===== config.mk =====
export PLATFORM = sky130hd
export DESIGN_NAME = sine_dds_gen
export DESIGN_NICKNAME = d
export VERILOG_FILES = /design/src/rtl/sine_dds_pkg.sv /design/src/rtl/sine_quarter_lut.sv /design/src/rtl/sine_dds_gen.sv
export SDC_FILE = /design/constraint.sdc
export NUM_CORES = 1
export LEC_CHECK = 0
export CAP_MARGIN = 0
export CORE_ASPECT_RATIO = 2
export CORE_MARGIN = 2
export CORE_UTILIZATION = 56
export DETAILED_ROUTE_END_ITERATION = 8
export HOLD_SLACK_MARGIN = 0.12
export MAX_ROUTING_LAYER = met4
export PLACE_DENSITY = 0.77
export REMOVE_ABC_BUFFERS = 1
export SYNTH_ARGS = -nofsm -noshare
export SYNTH_HDL_FRONTEND = slang
export SYNTH_HIERARCHICAL = 1
export SYNTH_SLANG_ARGS = --single-unit

===== constraint.sdc =====
create_clock -name clk -period 3.2 [get_ports clk]
set_clock_uncertainty 0.15 [all_clocks]
set_input_delay 0.32 -clock clk [delete_from_list [all_inputs] [get_ports clk]]
set_output_delay 0.32 -clock clk [all_outputs]
set_load 0.02 [all_outputs]

===== src/rtl/sine_dds_pkg.sv =====
// Shared constants, types and the table-building function for the sine DDS generator.
package sine_dds_pkg;

  typedef enum logic [1:0] {
    Q0 = 2'd0,
    Q1 = 2'd1,
    Q2 = 2'd2,
    Q3 = 2'd3
  } quadrant_t;

  // Galois form of x^16+x^14+x^13+x^11, shifting right
  localparam logic [15:0] LFSR_SEED = 16'hACE1;
  localparam logic [15:0] LFSR_TAPS = 16'hB400;

  // Sampled at mid-bin so the quarter wave never lands exactly on 0 or full scale
  function automatic int quarter_sine(input int i, input int addr_w, input int amp_w);
    real ang;
    real amp;
    ang = 3.14159265358979 / 2.0 * (real'(i) + 0.5) / (2.0 ** addr_w);
    amp = (2.0 ** (amp_w - 1)) - 1.0;
    return $rtoi(amp * $sin(ang) + 0.5);
  endfunction

endpackage


===== src/rtl/sine_quarter_lut.sv =====
// Registered quarter-wave magnitude ROM; forms the second pipeline stage.
module sine_quarter_lut
  import sine_dds_pkg::*;
#(
  parameter int LUT_ADDR_W = 6,
  parameter int AMP_W      = 8
) (
  input  logic                  clk,
  input  logic                  rst_n,
  input  logic                  rd_en,
  input  logic [LUT_ADDR_W-1:0] addr,
  output logic [AMP_W-2:0]      mag
);

  logic [AMP_W-2:0] rom [2**LUT_ADDR_W];

  for (genvar i = 0; i < 2**LUT_ADDR_W; i++) begin : g_rom
    localparam int V = quarter_sine(i, LUT_ADDR_W, AMP_W);
    assign rom[i] = V[AMP_W-2:0];
  end

  always_ff @(posedge clk or negedge rst_n) begin
    if (!rst_n) begin
      mag <= '0;
    end else if (rd_en) begin
      mag <= rom[addr];
    end
  end

endmodule


===== src/rtl/sine_dds_gen.sv =====
// Phase-accumulator DDS sine source with phase-continuous FTW updates.
// Optional phase dither enabled by defining SINE_DDS_PHASE_DITHER_EN.
module sine_dds_gen
  import sine_dds_pkg::*;
#(
  parameter int PHASE_W    = 16,
  parameter int LUT_ADDR_W = 6,
  parameter int AMP_W      = 8
) (
  input  logic                    clk,
  input  logic                    rst_n,
  input  logic                    en,
  input  logic                    phase_clr,
  input  logic                    ftw_wr,
  input  logic [PHASE_W-1:0]      ftw_data,
  output logic signed [AMP_W-1:0] sample_out,
  output logic                    sample_valid,
  output logic                    sync_out,
  output logic                    ftw_pending
);

  logic [PHASE_W-1:0]    acc, ftw_act, ftw_shd, nxt;
  logic [PHASE_W:0]      sum;
  logic                  step, wrap, apply;
  logic                  wrap_p0;
  logic [LUT_ADDR_W+1:0] phase_top;
  quadrant_t             quad;
  logic [LUT_ADDR_W-1:0] idx;
  logic                  vld_p1, sync_p1, neg_p1;
  logic [LUT_ADDR_W-1:0] addr_p1;
  logic                  vld_p2, sync_p2, neg_p2;
  logic [AMP_W-2:0]      mag_p2;

  always_comb begin
    step  = en & ~phase_clr;
    sum   = {1'b0, acc} + {1'b0, ftw_act};
    wrap  = step & sum[PHASE_W];
    nxt   = ftw_wr ? ftw_data : ftw_shd;
    apply = phase_clr | (ftw_act == '0) | (wrap & (ftw_pending | ftw_wr));
  end

  // Stage p0: accumulator, FTW shadow/active pair, and a flag marking an acc reached by wrapping
  always_ff @(posedge clk or negedge rst_n) begin
    if (!rst_n) begin
      acc         <= '0;
      ftw_act     <= '0;
      ftw_shd     <= '0;
      ftw_pending <= 1'b0;
      wrap_p0     <= 1'b0;
    end else begin
      if (phase_clr) begin
        acc     <= '0;
        wrap_p0 <= 1'b0;
      end else if (en) begin
        acc     <= sum[PHASE_W-1:0];
        wrap_p0 <= wrap;
      end
      if (ftw_wr) ftw_shd <= ftw_data;
      if (apply) ftw_act <= nxt;
      ftw_pending <= apply ? 1'b0 : (ftw_pending | ftw_wr);
    end
  end

`ifdef SINE_DDS_PHASE_DITHER_EN
  localparam int DITH_W = PHASE_W - LUT_ADDR_W - 2;
  logic [15:0]        lfsr;
  logic [PHASE_W-1:0] dith_sum;

  always_ff @(posedge clk or negedge rst_n) begin
    if (!rst_n) begin
      lfsr <= LFSR_SEED;
    end else if (en) begin
      lfsr <= {1'b0, lfsr[15:1]} ^ (lfsr[0] ? LFSR_TAPS : 16'h0000);
    end
  end

  // Dither only perturbs the table address; the accumulator stays exact
  assign dith_sum  = acc + PHASE_W'(lfsr[DITH_W-1:0]);
  assign phase_top = dith_sum[PHASE_W-1 -: LUT_ADDR_W+2];
`else
  assign phase_top = acc[PHASE_W-1 -: LUT_ADDR_W+2];
`endif

  always_comb begin
    quad = quadrant_t'(phase_top[LUT_ADDR_W+1 -: 2]);
    idx  = phase_top[LUT_ADDR_W-1:0];
    if (quad == Q1 || quad == Q3) idx = ~idx;
  end

  // Stage p1: quadrant decode
  always_ff @(posedge clk or negedge rst_n) begin
    if (!rst_n) begin
      vld_p1  <= 1'b0;
      sync_p1 <= 1'b0;
      neg_p1  <= 1'b0;
      addr_p1 <= '0;
    end else begin
      vld_p1  <= en;
      sync_p1 <= en & wrap_p0;
      if (en) begin
        neg_p1  <= (quad == Q2 || quad == Q3);
        addr_p1 <= idx;
      end
    end
  end

  // Stage p2: table lookup and sign
  sine_quarter_lut #(
    .LUT_ADDR_W (LUT_ADDR_W),
    .AMP_W      (AMP_W)
  ) u_lut (
    .clk   (clk),
    .rst_n (rst_n),
    .rd_en (vld_p1),
    .addr  (addr_p1),
    .mag   (mag_p2)
  );

  always_ff @(posedge clk or negedge rst_n) begin
    if (!rst_n) begin
      vld_p2  <= 1'b0;
      sync_p2 <= 1'b0;
      neg_p2  <= 1'b0;
    end else begin
      vld_p2  <= vld_p1;
      sync_p2 <= sync_p1;
      if (vld_p1) neg_p2 <= neg_p1;
    end
  end

  always_comb begin
    sample_out   = neg_p2 ? -$signed({1'b0, mag_p2}) : $signed({1'b0, mag_p2});
    sample_valid = vld_p2;
    sync_out     = sync_p2;
  end

endmodule


==> run metrics <==
Root Buffer=clkbuf_16; initial antenna violation count=0; RSZ-0062 raised after global routing=false; PwrDens=875 mW/mm^2; Synth async-reset ratio=100%; antenna cells=0; Crit path arrival time=2.93 ns; total gr overflow=0; register area share after synthesis=41.2%; Worst Setup Start Kind=register; Worst-Skew Late Latency=between 0.3 and 0.4 ns; first-pass GRT wire length=16700 um; post-CTS resize count=0; Clock power frac=24.0%; yosys warns=6; io pins=32; CP Max Fanout=16; status=complete, no violations; Pleak=between 2 and 2.5 nW; Max Transition Viols Final=0; synth top area cells=dfrtp_1, ha_1, mux2_2; CP max stage cell=dfrtp_1; crit path from=ftw_act[7]$_DFFE_PN0P_; Yosys reg bits=around 70; Crit Path Class=reg2reg; Final Cycle Share=89.6%; Clock Sinks=69; post-CTS setup buffers=0; Yosys cell types=64; vias post-DR=3160; final hold viol count=0; internal power=approximately 2.6 mW; Initial Util=about 58%; Final Util=about two thirds; Synth area leader=dfrtp_1; post-route DRC violation count=0; hold path start=sync_p1$_DFF_PN0_; CTS hold repair buffers=1; Max Freq=349 MHz; setup TNS=0 ns; DIE AREA=0.00823 mm^2; CTS max path bufs=2; count of buffers from port buffering=31; vias per inst=6.02; post-DR wirelength/cell=19.0 um; Post-DRT Antenna Nets=0; DP HPWL=7540 um; part of the power in combinational logic=44.0%; die width=between 60 and 70 um; Row Count=44; CP endpoint kind=register; Mapped Area=0.00419 mm^2; CP max stage delay=0.43 ns; Worst-Margin Slew=a little over 0.7 ns; total CTS buffers=9; Pre-antenna DRT Iters=4; Peak VDD IR=0.000516 V; Reg2Reg Launch Point=ftw_act[7]$_DFFE_PN0P_; Core Region=slightly above 0.007 mm^2; vias in the first global route=3394; largest net degree at the start of global routing=36; P&R area growth vs syn=15.8%; Sw Share=39.4%; max cap viols=0; Die Ht=~130 um; EDFF count, synth=0; layout cells sized above 1=16.9%; H-Tree Depth=3; area share of the largest cell type after synthesis=41.2%; WL final=9980 um; CP cell instances=ha_1 > nand4_1 > nor2_2 > a21oi_2 > o31a_2 > o31ai_4 > buf_4 > mux2_2; post-layout net count=478; Final setup viols=0; worst path required time=around 3.3 ns; initial drt markers=212; minimum hold slack=0.192 ns; net switching power=1.67 mW; Cells after Synth=approximately 400; Hold Path Class=reg2reg; Final GP Congestion=0.964; Rel. slew slack=51.8%; gr usage total=~28%; Worst-path clk slew=0.06 ns; clock period minus worst slack=2.87 ns; CTS tree=built; Mean Syn Cell Area=10.4 um^2; ys flop type=dfrtp_1; Reg power frac=32.1%
-- registers in the layout (all words and copies together), names as in the netlist, 6 cells and up --
name,flops
acc,16
addr_p1,6
ftw_act,16
ftw_shd,16
u_lut/mag,7
-- per-layer routing --
layer  part of all wire, %  wire length (um)  track usage, %
met2                    57              5670            50.9
met1                    35              3510            26.9
met4                   5.3               529            14.6
met5                     0                 0               -
met3                   2.6               262            4.61
-- worst max-delay path: cells and delay by family (launching register included) --
| kind | cells | cell delay (ns) |
|---|---|---|
| AOI/OAI and AO/OA | 3 | 0.69 |
| adders and majority gates | 1 | 0.41 |
| buffers and inverters | 1 | 0.30 |
| DFF | 1 | 0.43 |
| muxes | 1 | 0.39 |
| and+or+nand+nor | 2 | 0.37 |
-- cells in the mapped netlist, types with 3 or more instances --
library cell and count:
dfrtp_1 69, nor2_1 40, ha_1 28, a21oi_1 26, mux2_2 24, o21ai_0 20
xnor2_1 20, nand2_1 19, clkbuf_1 14, nand2b_1 11, mux2_4 10, inv_1 8
mux2i_1 8, nor3_1 8, a211oi_1 7, o211ai_1 6, a21o_1 5, nand4_1 5
nor4_1 4, o22ai_1 4, buf_2 3, buf_6 3, nand3b_1 3, o31ai_1 3
xor2_1 3
-- placed cells by master (no fill, tap or decap), types with 3 or more instances in the layout --
| master | instances |
|---|---|
| clkdlybuf4s50_1 | 30 |
| nor2_1 | 40 |
| mux2i_1 | 8 |
| a21oi_1 | 26 |
| xor2_1 | 3 |
| ha_1 | 28 |
| nor4_1 | 4 |
| nand3b_1 | 3 |
| o211ai_1 | 6 |
| nand2_1 | 19 |
| clkbuf_16 | 9 |
| nand4_1 | 5 |
| a21o_1 | 5 |
| mux2_2 | 24 |
| o21ai_0 | 20 |
| nand2b_1 | 11 |
| mux2_4 | 10 |
| o31ai_1 | 3 |
| xnor2_1 | 20 |
| a211oi_1 | 7 |
| dfrtp_1 | 69 |
| buf_4 | 8 |
| inv_1 | 8 |
| nor3_1 | 8 |
| o22ai_1 | 4 |
-- cells by family after synthesis --
family / count (synthesis) / synth area share, %
AO/OA/AOI/OAI: 101 / 16.7
flip-flops: 69 / 41.2
multiplexers: 43 / 12.5
adder cells (fa/ha/maj): 29 / 8.84
AND/OR/NAND/NOR: 103 / 11.8
buffers and inverters: 33 / 4.15
XOR/XNOR: 23 / 4.81
-- path summary, 6_finish.rpt --
path | endpoint | slack (ns) | cells after the start
max | ftw_act[11]$_DFFE_PN0P_ | 0.33 | 8
min | sync_out$_DFF_PN0_ | 0.19 | 0
max reg2reg | ftw_act[11]$_DFFE_PN0P_ | 0.33 | 8
min reg2reg | sync_out$_DFF_PN0_ | 0.19 | 0
max in group asynchronous | ftw_act[14]$_DFFE_PN0P_ | 1.66 | 3
min in group asynchronous | u_lut/mag[3]$_DFFE_PN0P_ | 0.43 | 2
-- stage by stage --
step	power (mW)	area [um^2]	setup WS, ns	cells
after floorplan	2.60	4050	0.300	377
after global placement	3.16	4530	0.413	508
after detailed placement	3.23	4530	0.344	508
after CTS	4.26	4850	0.337	525
after global routing	4.52	4850	0.198	525
final	4.24	4850	0.332	525
-- power by group through the flow --
| stage | registers [mW] | logic, mW | clock network (mW) |
|---|---|---|---|
| 4_1_cts | 1.36 | 1.87 | 1.03 |
| 6_report | 1.36 | 1.87 | 1.02 |
| 5_1_grt | 1.39 | 2.06 | 1.07 |
| 3_3_place_gp | 1.36 | 1.79 | 0 |
| 2_1_floorplan | 1.32 | 1.28 | 0 |
| 3_5_place_dp | 1.38 | 1.85 | 0 |
-- cell type report --
type | count | area (um^2)
tap | 92 | 115
multi-input combinational | 299 | 2290
sequential | 69 | 1730
timing repair buffer | 40 | 375
clock inverter | 6 | 71.3
fill | 570 | 2420
clock buffer | 10 | 239
inverter | 9 | 36.3
(Power assumes the default switching activity.)
